===== src/rtl/bus_timer_target_if.sv =====
// 65C02 target-side bus bundle: address/control/data from the CPU,
// read data, drive enable, RDY and IRQB back to it.
interface bus_timer_target_if;
   logic        BE;
   logic [15:0] AB;
   logic        RWB;
   logic [7:0]  DB_IN;
   logic [7:0]  DB_OUT;
   logic        DB_OE;
   logic        RDY;
   logic        IRQB;

   modport master (
      output BE, AB, RWB, DB_IN,
      input  DB_OUT, DB_OE, RDY, IRQB
   );

   modport slave (
      input  BE, AB, RWB, DB_IN,
      output DB_OUT, DB_OE, RDY, IRQB
   );
endinterface


===== src/rtl/bus_timer_target.sv =====
// 8-byte memory-mapped responder on the 65C02 bus: programmable wait
// states via RDY, a 16-bit down-counting interval timer with prescaler
// and IRQB, plus four scratch bytes.
module bus_timer_target #(
   parameter logic [15:0] BASE_ADDR   = 16'hD000,
   parameter int unsigned WAIT_STATES = 1,
   parameter int unsigned PRESCALE    = 16
) (
   input logic               PHI2,
   input logic               RES,
   bus_timer_target_if.slave bus
);

   localparam int unsigned   PW     = (PRESCALE > 1) ? $clog2(PRESCALE) : 1;
   localparam logic [PW-1:0] P_LAST = PW'(PRESCALE - 1);
   localparam logic [2:0]    WS     = 3'(WAIT_STATES);

   logic [2:0]       wcnt_q, wcnt_d;
   logic [PW-1:0]    pcnt_q, pcnt_d;
   logic [15:0]      count_q, count_d;
   logic [15:0]      reload_q, reload_d;
   logic             en_q, en_d;
   logic             ar_q, ar_d;
   logic             irq_en_q, irq_en_d;
   logic             if_q, if_d;
   logic [3:0][7:0]  scr_q, scr_d;

   logic       sel;
   logic [2:0] ofs;
   logic       rdy;
   logic       commit_wr;
   logic       wr_lo, wr_hi, wr_ctrl, wr_stat;
   logic       tick;
   logic       set_if;
   logic [7:0] rd_mux;

   // Address decode, wait-state handshake and commit qualification
   always_comb begin
      sel       = bus.BE & (bus.AB[15:3] == BASE_ADDR[15:3]);
      ofs       = bus.AB[2:0];
      rdy       = ~(sel & (wcnt_q != WS));
      commit_wr = sel & rdy & ~bus.RWB;
      wr_lo     = commit_wr & (ofs == 3'd0);
      wr_hi     = commit_wr & (ofs == 3'd1);
      wr_ctrl   = commit_wr & (ofs == 3'd2);
      wr_stat   = commit_wr & (ofs == 3'd3);
      wcnt_d    = (sel & ~rdy) ? wcnt_q + 3'd1 : 3'd0;
   end

   // Read mux; valid for every cycle of a selected read, including waits
   always_comb begin
      rd_mux = '0;
      case (ofs)
         3'd0:    rd_mux = count_q[7:0];
         3'd1:    rd_mux = count_q[15:8];
         3'd2:    rd_mux = {5'b0, irq_en_q, ar_q, en_q};
         3'd3:    rd_mux = {7'b0, if_q};
         default: rd_mux = scr_q[ofs[1:0]];
      endcase
   end

   assign bus.RDY    = rdy;
   assign bus.DB_OE  = sel & bus.RWB;
   assign bus.DB_OUT = (sel & bus.RWB) ? rd_mux : 8'h00;
   assign bus.IRQB   = ~(if_q & irq_en_q);

   // Timer/prescaler next state; register writes are applied after the
   // tick so a coincident CNT_HI load or CTRL write overrides it
   always_comb begin
      pcnt_d   = pcnt_q;
      count_d  = count_q;
      reload_d = reload_q;
      en_d     = en_q;
      ar_d     = ar_q;
      irq_en_d = irq_en_q;
      scr_d    = scr_q;

      tick   = en_q & (pcnt_q == P_LAST);
      set_if = tick & ~wr_hi & (count_q == 16'd0);

      if (!en_q || tick) pcnt_d = '0;
      else               pcnt_d = pcnt_q + PW'(1);

      if (tick && !wr_hi) begin
         if (count_q != 16'd0) count_d = count_q - 16'd1;
         else if (ar_q)        count_d = reload_q;
         else                  en_d    = 1'b0;
      end

      if_d = set_if | (if_q & ~(wr_stat & bus.DB_IN[0]));

      if (wr_lo) reload_d[7:0] = bus.DB_IN;
      if (wr_hi) begin
         reload_d[15:8] = bus.DB_IN;
         count_d        = {bus.DB_IN, reload_q[7:0]};
         pcnt_d         = '0;
      end
      if (wr_ctrl) {irq_en_d, ar_d, en_d} = bus.DB_IN[2:0];
      if (commit_wr && ofs[2]) scr_d[ofs[1:0]] = bus.DB_IN;
   end

   // State registers with synchronous reset; reset also aborts an access
   always_ff @(posedge PHI2) begin
      if (RES) begin
         wcnt_q   <= '0;
         pcnt_q   <= '0;
         count_q  <= '0;
         reload_q <= '0;
         en_q     <= 1'b0;
         ar_q     <= 1'b0;
         irq_en_q <= 1'b0;
         if_q     <= 1'b0;
         scr_q    <= '0;
      end else begin
         wcnt_q   <= wcnt_d;
         pcnt_q   <= pcnt_d;
         count_q  <= count_d;
         reload_q <= reload_d;
         en_q     <= en_d;
         ar_q     <= ar_d;
         irq_en_q <= irq_en_d;
         if_q     <= if_d;
         scr_q    <= scr_d;
      end
   end

endmodule


===== src/flat_wrapper.sv =====
// flat-port wrapper written by rule: the top's interface ports become plain ports
module bus_timer_target_flat 
#(
   parameter logic [15:0] BASE_ADDR   = 16'hD000,
   parameter int unsigned WAIT_STATES = 1,
   parameter int unsigned PRESCALE    = 16
)
  (PHI2, RES, bus_BE, bus_AB, bus_RWB, bus_DB_IN, bus_DB_OUT, bus_DB_OE, bus_RDY, bus_IRQB);
  bus_timer_target_if bus_i ();
  input logic PHI2;
  input logic RES;
  input wire logic [$bits(bus_i.BE)-1:0] bus_BE;
  input wire logic [$bits(bus_i.AB)-1:0] bus_AB;
  input wire logic [$bits(bus_i.RWB)-1:0] bus_RWB;
  input wire logic [$bits(bus_i.DB_IN)-1:0] bus_DB_IN;
  output wire logic [$bits(bus_i.DB_OUT)-1:0] bus_DB_OUT;
  output wire logic [$bits(bus_i.DB_OE)-1:0] bus_DB_OE;
  output wire logic [$bits(bus_i.RDY)-1:0] bus_RDY;
  output wire logic [$bits(bus_i.IRQB)-1:0] bus_IRQB;
  assign bus_i.BE = bus_BE;
  assign bus_i.AB = bus_AB;
  assign bus_i.RWB = bus_RWB;
  assign bus_i.DB_IN = bus_DB_IN;
  assign bus_DB_OUT = bus_i.DB_OUT;
  assign bus_DB_OE = bus_i.DB_OE;
  assign bus_RDY = bus_i.RDY;
  assign bus_IRQB = bus_i.IRQB;
  bus_timer_target #(.BASE_ADDR(BASE_ADDR), .WAIT_STATES(WAIT_STATES), .PRESCALE(PRESCALE)) u_core (.PHI2(PHI2), .RES(RES), .bus(bus_i));
endmodule

===== config.mk =====
export PLATFORM = sky130hd
export DESIGN_NAME = bus_timer_target_flat
export DESIGN_NICKNAME = d
export VERILOG_FILES = /design/src/rtl/bus_timer_target_if.sv /design/src/rtl/bus_timer_target.sv /design/src/flat_wrapper.sv
export SDC_FILE = /design/constraint.sdc
export NUM_CORES = 1
export LEC_CHECK = 0
export ABC_AREA = 1
export CORE_MARGIN = 2
export CORE_UTILIZATION = 36
export CTS_BUF_LIST = sky130_fd_sc_hd__clkbuf_2
export CTS_CLUSTER_SIZE = 12
export DETAILED_ROUTE_END_ITERATION = 7
export PLACE_DENSITY_LB_ADDON = 0.25
export SYNTH_ARGS = -nofsm -noshare
export SYNTH_HDL_FRONTEND = slang
export SYNTH_SLANG_ARGS = --single-unit
export TNS_END_PERCENT = 10

===== constraint.sdc =====
create_clock -name PHI2 -period 2.4 [get_ports PHI2]
set_input_delay 0.48 -clock PHI2 [delete_from_list [all_inputs] [get_ports PHI2]]
set_output_delay 0.48 -clock PHI2 [all_outputs]
set_load 0.005 [all_outputs]

== Yosys cells after proc, flatten, opt, wreduce, memory -nomap -nowiden ==
Cells that the tools add are included.

* Bits in registers: 75
* Word-level logic and storage cells: 80

* Add/subtract/negate cells: 3
* Order comparisons: 2
* Eq/ne operators: 8
* Muxes and demuxes: 15
* Bitwise gates (word level): 23
* Reduce and logical (&&, ||, !) cells: 16

{| class="wikitable"
|+ Operators by type and width
! kind !! number
|-
| two-way mux 16 bit || 4
|-
| bitwise mux 32 bit || 1
|-
| case mux 8 bit (4 select lines) || 1
|-
| two-way mux 8 bit || 3
|-
| bitwise AND 1 bit || 16
|-
| binary-select mux 8 bit (select 2 bit) || 1
|-
| demux 8 bit (select 2 bit) || 1
|-
| zero test 16 bit || 1
|-
| nonzero test 16 bit || 1
|-
| subtractor 16 x 1 -> 16 bit, second input constant || 1
|-
| == test 13 bit, second input constant || 1
|-
| == test 3 x 2 -> 1 bit, second input constant || 2
|-
| NOT 1 bit || 6
|-
| adder 4 x 1 -> 4 bit, second input constant || 1
|-
| == test 4 bit, second input constant || 1
|-
| two-way mux 1 bit || 4
|-
| nonzero test 2 bit || 2
|-
| adder 3 x 1 -> 3 bit, second input constant || 1
|-
| == test 3 x 1 -> 1 bit, second input constant || 1
|-
| logical AND 1 bit || 3
|-
| zero test 3 bit || 1
|-
| less-than comparator 2 x 3 -> 1 bit, second input constant || 1
|-
| != test 3 x 1 -> 1 bit, second input constant || 1
|-
| AND reduction 3 bit || 1
|-
| other kinds (10) || 11
|}

== Depth between registers and ports, before layout ==
Gate-level depths: netlist (run 1).

* Depth in word-level cells: 11
* Mapped depth: 13
* Gate-level depth less buffers: 13

== Worst setup path after synthesis (run 1) ==
No wires, ideal clock.

* Kind: input to output
* Start point: input bus_AB[14]
* End point: output bus_DB_OUT[1]
* Arrival: 1.473 ns
* Data required time: 1.920 ns
* Setup slack: 0.447 ns
* Stages on the path: 9
* Buffers on the path: 1
* Cell sequence: inv_1 > nor2_1 > nand2_1 > nor2_2 > and2_1 > buf_6 > nand2_1 > inv_1 > o311a_1

* Longest elaborated chain between the ends: 4

{| class="wikitable"
|+ Ends and longest elaborated chain
! what !! line !! RTL
|-
| from (decl) || flat_wrapper.sv:13 || <nowiki>input wire logic [$bits(bus_i.AB)-1:0] bus_AB;</nowiki>
|-
| == test 13 bit || bus_timer_target.sv:39 || <nowiki>sel = bus.BE & (bus.AB[15:3] == BASE_ADDR[15:3]);</nowiki>
|-
| bitwise AND 1 bit || bus_timer_target.sv:39 ||
|-
| bitwise AND 1 bit || - ||
|-
| named net bus_DB_OE || flat_wrapper.sv:17 || <nowiki>output wire logic [$bits(bus_i.DB_OE)-1:0] bus_DB_OE;</nowiki>
|-
| two-way mux 8 bit || bus_timer_target.sv:64 || <nowiki>assign bus.DB_OUT = (sel & bus.RWB) ? rd_mux : 8'h00;</nowiki>
|-
| to (decl) || flat_wrapper.sv:16 || <nowiki>output wire logic [$bits(bus_i.DB_OUT)-1:0] bus_DB_OUT;</nowiki>
|}

The timed path passes the listed nets, and every way through them passes these cells.

== Worst setup path after layout (run 1) ==
* Start point: input bus_AB[13]
* End point: output bus_DB_OUT[3]

* Longest elaborated chain between the ends: 4

{| class="wikitable"
|+ Ends and longest elaborated chain
! what !! line
|-
| == test 13 bit || bus_timer_target.sv:39
|-
| bitwise AND 1 bit || bus_timer_target.sv:39
|-
| bitwise AND 1 bit || bus_timer_target.sv:64
|-
| two-way mux 8 bit || bus_timer_target.sv:64
|}

Every way passes these cells.

==> results.md, run 1 <==
- Status: finished, final reports clean
- Crit path time final: between 2 and 2.5 ns
- DRT Wirelength: roughly 12,000 um
- Net Sw Frac: 27.41%
- Clk_lat worst skew: 0.58 ns
- CP Data Required Time: 1.92 ns
- P&R area growth vs syn: 26.82%
- Max H-tree Level: 3
- Global Route Usage Sum: between 20% and 30%
- Number of port buffers: 38
- First-pass GRT wire length: 20,120 um
- Max_cap viols: 0
- Vias in the first global route: 4,067
- Overflow left after global routing: 0
- Placer's final routability congestion estimate: about 0.90
- Max-slew violations: 0
- Flop pwr share: 57.0%
- Multiplexer share of the synthesized area: 0%
- Slowest cell on the critical path: clkdlybuf4s50_1
- Drt wl/cell: 14.76 um
- CP startpoint: bus_AB[13]
- Crit. End Element: output pin
- Syn Inst Count: a little under 600
- CTS tree: built
- Post-synth net total: 626
- Arr. time, crit path: 1.89 ns
- Routed via count: 4,158
- Core area: 10,840 sq um
- Worst-path clk slew: 0.19 ns
- Detailed-placement wirelength estimate: 9030 um
- Hold_sp: u_core.wcnt_q[0]
- Worst hold path type: flip-flop to flip-flop
- WS Path Type: primary input to output pin
- Initial antenna violation count: 1
- Fmax: 421.6 MHz
- Buf/Inv on CP: 6
- Vias per inst: 5.083
- Least-Margin Pin Slew: 0.4596 ns
- Final hold viol count: 0
- Top delay family on crit path: buffers and inverters
- Num CTS Buffers: 9
- P_sw: 600.0 uW
- Unrepaired setup endpoints after global routing: yes
- Starting density of the core: between 30 and 40%
- DRT iter0 DRCs: 275
- Post-route ant nets: 0
- Post-synthesis cell area: 4013 sq um
- Int Pwr: 1589 uW
- Setup Skew: roughly 0.028 ns
- Synth Area per Inst: approximately 6.8 sq um
- #FFs+latches synth: 75
- Worst-case clock buffer depth: 2
- Die X: approximately 110 um
- Hold slack: 0.4641 ns
- ANT cells: 0
- Main combinational cell family by area after synthesis: simple AND/OR/NAND/NOR gates
- Critical path, cell by cell: clkdlybuf4s50_1, inv_1, nand2_1, nor2_2, and2_4, nand2_4, inv_4, buf_4, buf_4, o211a_1, buf_2
- Synth area leader: dfxtp_1
- Static Leak: 0.002522 uW
- Layout cells sized above 1: 15.93%
- Clk pwr share: 33.7%
- Synth Area in Compound Gates: between 20% and 30%
- Clock root buffer: clkbuf_2
- YS warnings: 0
- Die area: 12,010 sq um
- Largest net degree at the start of global routing: 62
- Top cells by area, synth: dfxtp_1 37%, nand2_1 12%, nor2_1 8.0%
- Power per cell area: 430.2 nW/um^2
- Adder-Cell Fraction of Synth Area: 1.559%
- Worst Setup Start Kind: primary input
- Crit-path max cell delay: 0.42 ns
- Relative slew slack: 69.36%
- Area share of and/or/nand/nor cells after synthesis: 29.93%
- Final period util: 98.83%
- Comb power frac: under 10%
- Final nets: 706
- Yosys cell types: 34
- Site Rows: 38
- Die H: 109.6 um
- Synth Area in XOR/XNOR: 1.310%
- Worst ir drop on vdd: 0.4065 mV
- Drt pass-1 iters: 5
- Crit-path most repeated cell: buf_4
- Crit path max fanout: 4
- Share of the yosys chip area belonging to registers: 37.42%
- Setup violations, final: 0
- IO Count: 39
- Share of the synthesized area in the top cell type: 37.42%
- Util after Layout: 46.94%
- Drt drc: 0
- TritonCTS Sinks: 75
- Worst reg2reg startpoint: u_core.count_q[0]
-- placed cells by master, fill, tap and decap left out, types with 4 or more instances in the layout --
cell type        synthesis  routed
nand2_1                124     122
nor2_1                  85      83
dfxtp_1                 75      75
a21oi_1                 59      59
inv_1                   58      56
o21ai_0                 53      52
buf_4                    3      47
nand3_1                 38      38
o22ai_1                 21      16
clkdlybuf4s50_1          0      14
nand4_1                 11      11
dlymetal6s2s_1           0      11
clkbuf_2                 0       9
buf_2                    2       9
nor2_4                   6       7
o211a_1                  5       5
o21ai_1                  4       5
ha_1                     5       5
dlygate4sd2_1            0       5
buf_12                   0       5
o22ai_2                  0       4
xor2_1                   4       4
-- final timing paths --
check                      endpoint  cells after the start  slack [ns]
setup / recovery      bus_DB_OUT[3]                     11        0.03
hold / removal     u_core.wcnt_q[0]                      1        0.46
setup reg to reg  u_core.count_q[0]                     12        0.48
hold reg to reg    u_core.wcnt_q[0]                      1        0.46
-- logic make-up after synthesis --
family                   after synthesis
AND/OR/NAND/NOR                      274
AO/OA/AOI/OAI                        149
buffers and inverters                 84
flip-flops                            75
XOR/XNOR                               6
adder cells (fa/ha/maj)                5
-- cell usage after synthesis --
| master | number |
|---|---|
| xor2_1 | 4 |
| o21ai_2 | 1 |
| o21ai_0 | 53 |
| nor2_4 | 6 |
| and3_1 | 1 |
| o221ai_1 | 1 |
| inv_2 | 2 |
| o311a_1 | 1 |
| and2_1 | 1 |
| xnor2_1 | 2 |
| clkbuf_1 | 11 |
| o211a_1 | 5 |
| nand2_1 | 124 |
| nand3_1 | 38 |
| nand3_4 | 1 |
| inv_1 | 58 |
| buf_6 | 6 |
| nand3_2 | 1 |
| nor2_1 | 85 |
| dfxtp_1 | 75 |
| a21oi_1 | 59 |
| nand4_4 | 1 |
| buf_4 | 3 |
| o21ai_1 | 4 |
| buf_1 | 2 |
| o22ai_1 | 21 |
| a221oi_1 | 1 |
| nand2_2 | 1 |
| a211oi_1 | 3 |
| ha_1 | 5 |
| nor3_1 | 2 |
| nor2_2 | 2 |
| buf_2 | 2 |
| nand4_1 | 11 |
-- state kept, by name (all words and copies together), names as in the netlist --
name and cells:
u_core.if_q 1, u_core.count_q 16, u_core.ar_q 1, u_core.irq_en_q 1, u_core.reload_q 16, u_core.scr_q 32
u_core.wcnt_q 3, u_core.pcnt_q 4, u_core.en_q 1
-- metrics by stage --
stage | instance area (sq um) | power (uW) | TNS (ns) | instances | setup WS [ns]
2_1_floorplan | 4013 | 1348 | 0 | 593 | 0.4470
3_3_place_gp | 4790 | 1465 | -4.997 | 788 | -0.6295
3_5_place_dp | 4790 | 1467 | -4.758 | 788 | -0.5962
4_1_cts | 5045 | 2219 | -0.3687 | 816 | -0.1608
5_1_grt | 5089 | 2291 | -0.1752 | 818 | -0.05961
6_report | 5089 | 2189 | 0 | 818 | 0.02806
-- worst register-to-register path: cells and delay by family (launching register included) --
| family | cells | cell delay (ns) |
|---|---|---|
| AND/OR/NAND/NOR | 8 | 0.66 |
| flip-flops | 1 | 0.36 |
| buffers and inverters | 3 | 0.59 |
| adder cells (fa/ha/maj) | 1 | 0.23 |
-- what timing repair did --
action / CTS / global route
buffers inserted: 11 / 2
pin swaps: 5 / 8
setup endpoints to repair: 10 / 10
gates resized for setup: 57 / 14
gates cloned: 1 / 0
hold buffers: 0 / 0
-- power by group through the flow --
stage                     Combinational (uW)  Clock (uW)  Sequential, uW
final                                    203         737            1250
after global routing                     222         820            1250
after CTS                                203         767            1250
after detailed placement                 195           0            1270
after global placement                   193           0            1270
after floorplan                         75.4           0            1270
-- cell type report --
class | count | area (sq um)
clock buffer | 9 | 45.04
inverter | 60 | 227.7
fill | 1085 | 5752
multi-input combinational | 434 | 2216
sequential | 75 | 1501
tap | 140 | 175.2
clock inverter | 7 | 77.57
timing repair buffer | 93 | 845.8
-- routing by layer --
layer	track usage (%)	wire length, um	part of all wire, %
met5	0	13	0.11
met4	8.680	303	2.5
met3	4.979	610	5.1
met2	36.46	5631	47
met1	27.86	5514	46
(Power assumes the default switching activity.)
==> run 2: changes to the inputs <==
- CAP_MARGIN: unset -> 20
==> results of run 2 <==
No change in the layout: final DEF, timing and power equal those of run 1.
